`src/rtl/iq_decimator_if.sv`:
```
// Sample-stream bus for iq_decimator: input handshake with flush, output handshake
// with saturation flag.
interface iq_decimator_if #(
  parameter int unsigned DATA_W = 5,
  parameter int unsigned OUT_W  = 5
) ();
  logic signed [DATA_W-1:0] in_data;
  logic                     in_valid;
  logic                     in_ready;
  logic                     flush;
  logic signed [OUT_W-1:0]  out_data;
  logic                     out_sat;
  logic                     out_valid;
  logic                     out_ready;

  modport master (
    output in_data, in_valid, flush, out_ready,
    input  in_ready, out_data, out_sat, out_valid
  );

  modport slave (
    input  in_data, in_valid, flush, out_ready,
    output in_ready, out_data, out_sat, out_valid
  );
endinterface

```
`src/rtl/iq_decimator.sv`:
```
// Integrate-and-dump decimator for one filtered I or Q channel: sums DECIM samples,
// scales by 2^GAIN_LOG2 / DECIM, saturates to OUT_W bits and queues into a 2-entry FIFO.
module iq_decimator #(
  parameter int unsigned DATA_W    = 5,
  parameter int unsigned OUT_W     = 5,
  parameter int unsigned DECIM     = 4,
  parameter int unsigned GAIN_LOG2 = 1
) (
  input  logic           clk,
  input  logic           resetn,
  iq_decimator_if.slave  bus
);

  localparam int unsigned CNT_W = $clog2(DECIM);
  localparam int unsigned ACC_W = DATA_W + CNT_W;
  localparam int unsigned SHIFT = CNT_W - GAIN_LOG2;
  // One spare bit so both clamp limits are representable whatever OUT_W is.
  localparam int unsigned EXT_W = ((ACC_W > OUT_W) ? ACC_W : OUT_W) + 1;

  localparam logic [CNT_W-1:0] PhaseFirst = '0;
  localparam logic [CNT_W-1:0] PhaseLast  = CNT_W'(DECIM - 1);

  localparam logic signed [EXT_W-1:0] SatMax = EXT_W'((1 << (OUT_W - 1)) - 1);
  localparam logic signed [EXT_W-1:0] SatMin = ~SatMax;

  logic signed [ACC_W-1:0] acc_q, acc_d;
  logic [CNT_W-1:0]        cnt_q, cnt_d;
  logic signed [ACC_W-1:0] sample_ext;
  logic signed [ACC_W-1:0] sum;
  logic signed [ACC_W-1:0] shifted;
  logic signed [EXT_W-1:0] scaled;
  logic [OUT_W-1:0]        res_data;
  logic                    res_sat;

  logic                    accept;
  logic                    push;
  logic                    pop;

  logic [OUT_W-1:0]        head_data_q, head_data_d;
  logic                    head_sat_q, head_sat_d;
  logic                    head_valid_q, head_valid_d;
  logic [OUT_W-1:0]        tail_data_q, tail_data_d;
  logic                    tail_sat_q, tail_sat_d;
  logic                    tail_valid_q, tail_valid_d;

  // Stall only when a dump is due and the FIFO has nowhere to put it.
  assign bus.in_ready  = !((cnt_q == PhaseLast) && head_valid_q && tail_valid_q);
  assign bus.out_data  = head_data_q;
  assign bus.out_sat   = head_sat_q;
  assign bus.out_valid = head_valid_q;

  assign accept = bus.in_valid && bus.in_ready;
  assign push   = accept && !bus.flush && (cnt_q == PhaseLast);
  assign pop    = head_valid_q && bus.out_ready;

  assign sample_ext = {{CNT_W{bus.in_data[DATA_W-1]}}, bus.in_data};
  assign sum        = acc_q + sample_ext;
  assign shifted    = sum >>> SHIFT;
  assign scaled     = {{(EXT_W - ACC_W){shifted[ACC_W-1]}}, shifted};

  always_comb begin
    res_sat  = 1'b0;
    res_data = scaled[OUT_W-1:0];
    if (scaled > SatMax) begin
      res_sat  = 1'b1;
      res_data = SatMax[OUT_W-1:0];
    end else if (scaled < SatMin) begin
      res_sat  = 1'b1;
      res_data = SatMin[OUT_W-1:0];
    end
  end

  always_comb begin
    acc_d = acc_q;
    cnt_d = cnt_q;
    if (bus.flush) begin
      acc_d = '0;
      cnt_d = PhaseFirst;
    end else if (accept) begin
      if (cnt_q == PhaseLast) begin
        acc_d = '0;
        cnt_d = PhaseFirst;
      end else begin
        acc_d = sum;
        cnt_d = cnt_q + 1'b1;
      end
    end
  end

  // Head register is the visible output; tail holds the second entry.
  always_comb begin
    head_data_d  = head_data_q;
    head_sat_d   = head_sat_q;
    head_valid_d = head_valid_q;
    tail_data_d  = tail_data_q;
    tail_sat_d   = tail_sat_q;
    tail_valid_d = tail_valid_q;
    if (pop) begin
      if (tail_valid_q) begin
        head_data_d  = tail_data_q;
        head_sat_d   = tail_sat_q;
        head_valid_d = 1'b1;
        tail_valid_d = 1'b0;
        if (push) begin
          tail_data_d  = res_data;
          tail_sat_d   = res_sat;
          tail_valid_d = 1'b1;
        end
      end else if (push) begin
        head_data_d  = res_data;
        head_sat_d   = res_sat;
        head_valid_d = 1'b1;
      end else begin
        head_valid_d = 1'b0;
      end
    end else if (push) begin
      if (!head_valid_q) begin
        head_data_d  = res_data;
        head_sat_d   = res_sat;
        head_valid_d = 1'b1;
      end else begin
        tail_data_d  = res_data;
        tail_sat_d   = res_sat;
        tail_valid_d = 1'b1;
      end
    end
  end

  always_ff @(posedge clk) begin
    if (!resetn) begin
      acc_q        <= '0;
      cnt_q        <= PhaseFirst;
      head_data_q  <= '0;
      head_sat_q   <= 1'b0;
      head_valid_q <= 1'b0;
      tail_data_q  <= '0;
      tail_sat_q   <= 1'b0;
      tail_valid_q <= 1'b0;
    end else begin
      acc_q        <= acc_d;
      cnt_q        <= cnt_d;
      head_data_q  <= head_data_d;
      head_sat_q   <= head_sat_d;
      head_valid_q <= head_valid_d;
      tail_data_q  <= tail_data_d;
      tail_sat_q   <= tail_sat_d;
      tail_valid_q <= tail_valid_d;
    end
  end

endmodule

```
`src/flat_wrapper.sv`:
```
// flat-port wrapper written by rule: the top's interface ports become plain ports
module iq_decimator_flat 
#(
  parameter int unsigned DATA_W    = 5,
  parameter int unsigned OUT_W     = 5,
  parameter int unsigned DECIM     = 4,
  parameter int unsigned GAIN_LOG2 = 1
)
  (clk, resetn, bus_in_data, bus_in_valid, bus_flush, bus_out_ready, bus_in_ready, bus_out_data, bus_out_sat, bus_out_valid);
  iq_decimator_if #(.DATA_W(DATA_W), .OUT_W(OUT_W)) bus_i ();
  input  logic clk;
  input  logic resetn;
  input wire logic [$bits(bus_i.in_data)-1:0] bus_in_data;
  input wire logic [$bits(bus_i.in_valid)-1:0] bus_in_valid;
  input wire logic [$bits(bus_i.flush)-1:0] bus_flush;
  input wire logic [$bits(bus_i.out_ready)-1:0] bus_out_ready;
  output wire logic [$bits(bus_i.in_ready)-1:0] bus_in_ready;
  output wire logic [$bits(bus_i.out_data)-1:0] bus_out_data;
  output wire logic [$bits(bus_i.out_sat)-1:0] bus_out_sat;
  output wire logic [$bits(bus_i.out_valid)-1:0] bus_out_valid;
  assign bus_i.in_data = bus_in_data;
  assign bus_i.in_valid = bus_in_valid;
  assign bus_i.flush = bus_flush;
  assign bus_i.out_ready = bus_out_ready;
  assign bus_in_ready = bus_i.in_ready;
  assign bus_out_data = bus_i.out_data;
  assign bus_out_sat = bus_i.out_sat;
  assign bus_out_valid = bus_i.out_valid;
  iq_decimator #(.DATA_W(DATA_W), .OUT_W(OUT_W), .DECIM(DECIM), .GAIN_LOG2(GAIN_LOG2)) u_core (.clk(clk), .resetn(resetn), .bus(bus_i));
endmodule
```
`config.mk`:
```
export PLATFORM = sky130hd
export DESIGN_NAME = iq_decimator_flat
export DESIGN_NICKNAME = d
export VERILOG_FILES = /design/src/rtl/iq_decimator_if.sv /design/src/rtl/iq_decimator.sv /design/src/flat_wrapper.sv
export SDC_FILE = /design/constraint.sdc
export NUM_CORES = 1
export LEC_CHECK = 0
export ABC_AREA = 1
export CAP_MARGIN = 20
export CORE_MARGIN = 8
export CORE_UTILIZATION = 40
export DETAILED_ROUTE_END_ITERATION = 10
export GPL_TIMING_DRIVEN = 0
export PLACE_DENSITY = 0.6
export SYNTH_ARGS = -nofsm -noshare
export SYNTH_HDL_FRONTEND = slang
export SYNTH_SLANG_ARGS = --single-unit
```
`constraint.sdc`:
```
create_clock -name clk -period 6.67 [get_ports clk]
set_clock_uncertainty 0.1 [all_clocks]
set_input_delay 1.334 -clock clk [delete_from_list [all_inputs] [get_ports clk]]
set_output_delay 1.334 -clock clk [all_outputs]
set_load 0.01 [all_outputs]
```
==> metrics list, run 1 <==
* Status: completed
- The clock network is responsible for around 26% of the overall power.
- Setup crit end kind: flip-flop
- The cell count after synthesis came out at 192.
* Number of rows in the core area: 21
- After clock tree synthesis, the clock-pin slew on the worst setup and hold paths is 0.13 ns.
* Detailed Route WL: ~2900 um
* Most common cell in the synthesized netlist: sky130_fd_sc_hd__nand2_1
- Unrepaired setup endpoints after global routing: false
- Setup slack, reg-to-reg: 4.20 ns
- The final hold violation count came to 0.
* Yosys Warn Count: 0
- STA classifies the critical path startpoint as an input pin.
* Worst-Margin Slew: 0.283 ns
* Htree depth: 1
* Half-perimeter wire length of the detailed placement result: 2250 um
- GRT Total Usage: about an eighth
- After routing, the total negative slack on setup checks comes to 0 ns.
- At the worst endpoint, the arrival time is approximately 3.7 ns.
- CTS tree: done
* Vertical die dimension: approximately 74 um
- Clock tree synthesis inserted a total of 3 buffers.
* Insertion delay of the later-clocked pin in the worst-skew pair: approximately 0.31 ns
- For this design the static power due to leakage is ~0.76 nW.
* CP Data Required Time: around 6.8 ns
- In the routed layout, each cell is associated on average with a via count of about 4.9.
* Net switching fraction of the power: between 20 and 30%
* Router iterations before antenna repair: 4
* Worst slew margin relative to its limit: 80.9%
- Post-DRT Antenna Nets: 0
- Most used DFF post-synth: sky130_fd_sc_hd__dfxtp_1
- Num Clock Sinks: 23
* Worst slack, placed: 2.74 ns
- CTS placed an instance of sky130_fd_sc_hd__clkbuf_4 at the clock tree root.
- For this design the ratio of total power to cell area is between 150 and 200 nW/um^2.
* Synthesized netlist net count: about 210
- The final count of pins violating max slew came to 0.
- Routability congestion estimate from global placement: slightly above 0.8
- The tool flagged a number of max-cap violations equal to 0.
* Power dissipated by switching net loads: around 0.075 mW
- Summing all non-filler instances in the final layout gives an area of roughly 1600 um^2.
* Mean area per synthesized cell: approximately 7 um^2
- Area of the mapped netlist: 1340 um^2
- No sink is reached through more buffers than the 2 on the longest clock path.
- The min-delay analysis places its worst path in the category reg -> reg.
- Peak supply drop: roughly 0.098 mV
- Port buffering added 16 buffers.
- Cell types occupying the most area after synthesis: sky130_fd_sc_hd__dfxtp_1 34%, sky130_fd_sc_hd__nand2_1 14%, sky130_fd_sc_hd__a21oi_1 9.0%
- Iter 0 DRT Violations: 70
- The placed instances occupy a cell area of 1560 um^2.
* Synth cell types: 25
- Summed over all instances, the cell type with the most area after synthesis is sky130_fd_sc_hd__dfxtp_1.
- Entering global routing, the biggest net connects 13 pins.
- IO Pins: 18
- After layout, the worst setup slack is between 3 and 4 ns.
* Number of global-route vias before repair: between 1000 and 1500
- The commonest cells after synthesis are 51 x sky130_fd_sc_hd__nand2_1, 27 x sky130_fd_sc_hd__inv_1, 24 x sky130_fd_sc_hd__a21oi_1.
- In the routed design, unresolved DRC markers number 0.
- Number of buffers added for setup after CTS: 0
* Initial core utilization: between 40% and 50%
- The total area inside the core boundary comes to approximately 3300 um^2.
* Drt wl/cell: 11.2 um
- Fill cells in the final layout number 341.
* Synth-to-layout area growth: 18.2%
- Tmin final: 3.60 ns
* Peak fanout along the critical path: 4
- Measured along the x axis, the die boundary spans ~74 um.
- Based on the critical path, the design can be clocked at up to between 200 and 300 MHz.
* Setup-violating endpoint count in the final report: 0
* Fraction of the cycle the final worst path needs: between 50% and 60%
- Via count: between 1000 and 1500
- The initial antenna violation count came to 0.
- Of the synthesized area, sequential elements account for between 30% and 40%.
- Global routing finished with a remaining overflow of 0.
* Global-route wire length before repair: around 5000 um
* Kind of critical path: in -> reg
* Part of the total power dissipated in sequential elements: a little over half
- Diode count: 0
- The die covers around 5500 um^2.
- Total internal power: between 0.15 and 0.2 mW
* Final net count: around 230
* Area share of the largest cell type after synthesis: 34.4%
* Asr flop ratio synth: 0%
- The synthesized design contains 0 enable-type register cells.
- Cts hold-fix bufs: 0
* Logic gate share of total power: approximately a fifth
* Post-synthesis sequential element count: 23
* Ratio of cells with drive above 1 in the final layout: 8.96%
- Post-CTS repair changed the size of 0 cells.
-- power by group through the flow --
stage                     registers (mW)  clock network, mW  logic [mW]
after global routing               0.142             0.0739      0.0578
after CTS                          0.141             0.0694      0.0499
after global placement             0.144                  0      0.0487
after floorplan                    0.144                  0      0.0350
final                              0.141             0.0664      0.0496
after detailed placement           0.144                  0      0.0496
-- sequential cells by signal, indices dropped and copies added (netlist names) --
signal / cells
u_core.tail_sat_q: 1
u_core.acc_q: 7
u_core.cnt_q: 2
u_core.bus.out_sat: 1
u_core.bus.out_valid: 1
u_core.tail_valid_q: 1
u_core.bus.out_data: 5
u_core.tail_data_q: 5
-- layout by cell type (no fill, tap or decap), types with 4 or more instances in the layout --
cell type and count:
sky130_fd_sc_hd__a21oi_1 24, sky130_fd_sc_hd__clkdlybuf4s50_1 16, sky130_fd_sc_hd__dfxtp_1 23, sky130_fd_sc_hd__ha_1 9, sky130_fd_sc_hd__inv_1 27, sky130_fd_sc_hd__nand2_1 51, sky130_fd_sc_hd__nand3_1 15, sky130_fd_sc_hd__nor2_1 11
sky130_fd_sc_hd__o21ai_0 4, sky130_fd_sc_hd__o21ai_1 5
-- final timing paths --
| check | from | end | cells past startpoint |
|---|---|---|---|
| max | bus_in_data[0] | u_core.bus.out_data[1] | 17 |
| min | u_core.bus.out_data[0] | u_core.bus.out_data[0] | 2 |
| max reg2reg | u_core.acc_q[0] | u_core.bus.out_data[1] | 16 |
| min reg2reg | u_core.bus.out_data[0] | u_core.bus.out_data[0] | 2 |
-- cells by family (layout without fill, tap and decap cells) --
family,after synthesis,count (layout),synth area share [%]
buffers and inverters,31,51,9.62
AO/OA/AOI/OAI,39,39,15.7
AND/OR/NAND/NOR,88,88,29.8
adder cells (fa/ha/maj),10,10,9.90
flip-flops,23,23,34.4
XOR/XNOR,1,1,0.654
-- metal layers --
metal / track usage, % / up-vias / share of wire [%] / wire (um)
li1: - / 662 / - / -
met3: 3.55 / 2 / 3.4 / 97
met2: 19.1 / 18 / 47 / 1350
met4: 1.33 / 0 / 0.38 / 11
met1: 14.8 / 583 / 49 / 1420
met5: 0 / - / 0 / 0
-- area by class of cell --
| class | count | area, um^2 | share of cell area (%) |
|---|---|---|---|
| sequential | 23 | 460 | 29.1 |
| inverter | 28 | 105 | 6.64 |
| multi-input combinational | 138 | 751 | 47.4 |
| timing repair buffer | 16 | 160 | 10.1 |
| buffer | 3 | 23.8 | 1.50 |
| tap | 46 | 57.6 | 3.63 |
| clock buffer | 4 | 26.3 | 1.66 |
-- stage by stage --
step	power [mW]	util (%)	cells	hold WS, ns
3_3_place_gp	0.193	47.4	254	0.355
4_1_cts	0.261	48.2	258	0.381
2_1_floorplan	0.179	-	192	0.343
5_1_grt	0.273	48.2	258	0.405
3_5_place_dp	0.194	47.4	254	0.362
6_report	0.257	48.2	258	0.374
-- critical path, stage by stage --
cell and delay [ns]:
sky130_fd_sc_hd__clkdlybuf4s50_1 0.46, sky130_fd_sc_hd__ha_1 0.16, sky130_fd_sc_hd__inv_1 0.05, sky130_fd_sc_hd__fa_1 0.39, sky130_fd_sc_hd__inv_1 0.09, sky130_fd_sc_hd__nand2_1 0.09
sky130_fd_sc_hd__nand2_1 0.11, sky130_fd_sc_hd__nand3_1 0.08, sky130_fd_sc_hd__nand3_1 0.07, sky130_fd_sc_hd__nand2_1 0.09, sky130_fd_sc_hd__inv_1 0.09, sky130_fd_sc_hd__ha_1 0.15
sky130_fd_sc_hd__inv_1 0.07, sky130_fd_sc_hd__nand3_1 0.11, sky130_fd_sc_hd__a31oi_1 0.09, sky130_fd_sc_hd__o21ai_0 0.21, sky130_fd_sc_hd__nor2_1 0.06
(Power assumes the default switching activity.)
==> inputs of run 2 (changes only) <==
==> constraint.sdc (replaced) <==
create_clock -name clk -period 3.5 [get_ports clk]
set_clock_uncertainty 0.1 [all_clocks]
set_input_delay 0.7 -clock clk [delete_from_list [all_inputs] [get_ports clk]]
set_output_delay 0.7 -clock clk [all_outputs]
set_load 0.01 [all_outputs]
==> results of run 2 <==
The final DEF is identical to that of run 1. Status: completed.
Among the figures that moved: setup slack after placement 2.74 ns -> 0.207 ns; setup slack after layout 3.07 ns -> 0.538 ns; register-to-register setup slack 4.20 ns -> 1.03 ns; total power 0.257 mW -> 0.490 mW; worst IR drop on VDD 0.0981 mV -> 0.187 mV
==> inputs of run 3 (changes only) <==
==> constraint.sdc (replaced) <==
create_clock -name clk -period 3.1 [get_ports clk]
set_clock_uncertainty 0.1 [all_clocks]
set_input_delay 0.62 -clock clk [delete_from_list [all_inputs] [get_ports clk]]
set_output_delay 0.62 -clock clk [all_outputs]
set_load 0.01 [all_outputs]
==> run 3 against run 2 <==
  * Register-to-register slack worse by 0.35 ns
  * Critical path depth is 3 lower
  * First-iteration DRC count is 4.3% higher
  * Sequential share of layout area is 0.11 points lower
  * Critical endpoint is now u_core.bus.out_sat
  * Largest power group unchanged
==> metrics list, run 3 (synthesized netlist as in run 1, its figures left out) <==
- Status: completed
* IO Pins: 18
- CP startpoint kind: input pin
- Clock-pin slew was measured on the worst setup and hold paths at ~0.13 ns.
- No sink is reached through more buffers than the 2 on the longest clock path.
* Cts hold-fix bufs: 0
- Summing all non-filler instances in the final layout gives an area of 1590 um^2.
- TritonCTS built the clock tree.
- Synth-to-layout area growth: 18.7%
- Setup-violating endpoint count in the final report: 0
- Cells resized by post-CTS repair: 0
- After the first detailed-routing iteration, the DRC count stood at 73.
- Drt wl/cell: 11.1 um
- In the routed design, unresolved DRC markers number 0.
* Setup crit end kind: flip-flop
* Tmin final: about 2.8 ns
- CORE AREA: 3280 um^2
- Worst Path Arrival: approximately 3.0 ns
- Placement-stage cell area: between 1500 and 2000 um^2
* Number of global-route vias before repair: between 1000 and 1500
- Pwr dens: roughly 350 nW/um^2
- Global-route wire length before repair: approximately 5100 um
* Via count: ~1300
- Number of buffers added for setup after CTS: 0
- Across the whole layout, storage elements account for 460 um^2.
- Peak supply drop: 0.215 mV
- Leaving out fill and tap cells, the most frequent cell in the layout is sky130_fd_sc_hd__nand2_1.
- The initial antenna violation count was 0.
- In this run the vertical extent of the chip is about 74 um.
- The final hold violation count is 0.
- Kind of critical path: in -> reg
* Worst-Margin Slew: 0.283 ns
- The die covers ~5500 um^2.
- Final WS setup: between 0.2 and 0.3 ns
- The die is ~74 um wide.
* Router iterations before antenna repair: 4
* Peak fanout along the critical path: 3
* Fraction of the cycle the final worst path needs: about nine tenths
- At the end of routability-driven placement, the weighted congestion stood at approximately 0.81.
- Total chip power: 0.557 mW
- The clock reaches the later pin of the worst-skew pair after approximately 0.32 ns.
- Total area of multi-input combinational cells: around 760 um^2
- Worst slack, placed: -0.113 ns
- The register with the most flip-flops in the layout has 7 of them.
- Timing would allow up to 354 MHz.
* Per-cell via count in the routed design: roughly 5
- Detailed placement finished with a half-perimeter wire length of 2250 um.
- The count of buffers added on input and output ports is 16.
- For this configuration, the core starts out at a cell density of about two fifths.
- Cells with a size suffix above 1 make up 9.91% of the layout.
- The top cell types in the final layout, fill and taps aside, are 50 x sky130_fd_sc_hd__nand2_1, 27 x sky130_fd_sc_hd__inv_1, 23 x sky130_fd_sc_hd__a21oi_1, 23 x sky130_fd_sc_hd__dfxtp_1, 16 x sky130_fd_sc_hd__clkdlybuf4s50_1.
- 0 antenna diodes ended up in the layout.
- Setup total negative slack on the finished layout was measured at 0 ns.
- Maximum number of pins on one net before global-route repair: 13
- The tree is rooted in a sky130_fd_sc_hd__clkbuf_4.
- Gr ovfl total: 0
- Detailed Route WL: around 2900 um
- Setup repair after global routing left no endpoint under its margin.
* GRT Total Usage: a little under an eighth
* Num Clock Sinks: 23
* Worst slew margin relative to its limit: just over 80%
- Counting the buffers created by CTS gives 3.
* Number of maximum-capacitance constraint violations: 0
- Fill cell total of the finished layout: around 340
* Number of rows in the core area: 21
* CP Data Required Time: about 3.3 ns
* Htree depth: 1
* Final net count: approximately 230
- Final Max Slew Viols: 0
* Static leakage: ~0.76 nW
* Largest register by flop count: u_core.acc_q
- Post-DRT Antenna Nets: 0
- The worst hold path belongs to the class reg -> reg.
run 3: area by class of cell:
type | instances | area share (%)
Multi-Input combinational cell | 138 | 47.6
Inverter | 28 | 6.61
Sequential cell | 23 | 29.0
Tap cell | 46 | 3.62
Clock buffer | 4 | 1.65
Buffer | 3 | 1.49
Timing Repair Buffer | 16 | 10.1
run 3: power breakdown:
| group | switching (mW) | internal, mW | total [mW] |
|---|---|---|---|
| clock | 0.0942 | 0.0503 | 0.145 |
| combinational | 0.0660 | 0.0425 | 0.109 |
| sequential | 0.00312 | 0.301 | 0.304 |
run 3: worst max-delay path, cell delays in order:
cell,delay (ns)
sky130_fd_sc_hd__clkdlybuf4s50_1,0.46
sky130_fd_sc_hd__ha_1,0.16
sky130_fd_sc_hd__inv_1,0.05
sky130_fd_sc_hd__fa_1,0.39
sky130_fd_sc_hd__inv_1,0.09
sky130_fd_sc_hd__nand2_1,0.10
sky130_fd_sc_hd__nand2_2,0.09
sky130_fd_sc_hd__nand3_1,0.07
sky130_fd_sc_hd__nand3_1,0.07
sky130_fd_sc_hd__nand2_1,0.09
sky130_fd_sc_hd__ha_1,0.32
sky130_fd_sc_hd__o21ai_0,0.22
sky130_fd_sc_hd__nand3_1,0.11
sky130_fd_sc_hd__a21oi_1,0.14
run 3: metrics by stage:
| step | util, % | cells | hold WS, ns |
|---|---|---|---|
| floorplan | - | 192 | 0.343 |
| global placement | 47.4 | 254 | 0.355 |
| detailed placement | 47.4 | 254 | 0.362 |
| CTS | 48.2 | 258 | 0.381 |
| global route | 48.4 | 258 | 0.405 |
| finish | 48.4 | 258 | 0.374 |
run 3: worst paths after layout:
path	startpoint	slack (ns)	cells after the start	endpoint
worst max-delay path	bus_in_data[0]	0.28	14	u_core.bus.out_sat
worst min-delay path	u_core.bus.out_data[0]	0.37	2	u_core.bus.out_data[0]
worst max register to register	u_core.acc_q[0]	0.68	13	u_core.bus.out_sat
worst min register to register	u_core.bus.out_data[0]	0.37	2	u_core.bus.out_data[0]
run 3: metal layers:
metal  up-vias  global-route usage, %  part of all wire [%]
met5         -                      0                     0
met4         0                   1.33                  0.38
met3         2                   3.55                   3.4
met2        18                   19.1                    46
met1       579                   14.8                    50
li1        663                      -                     -
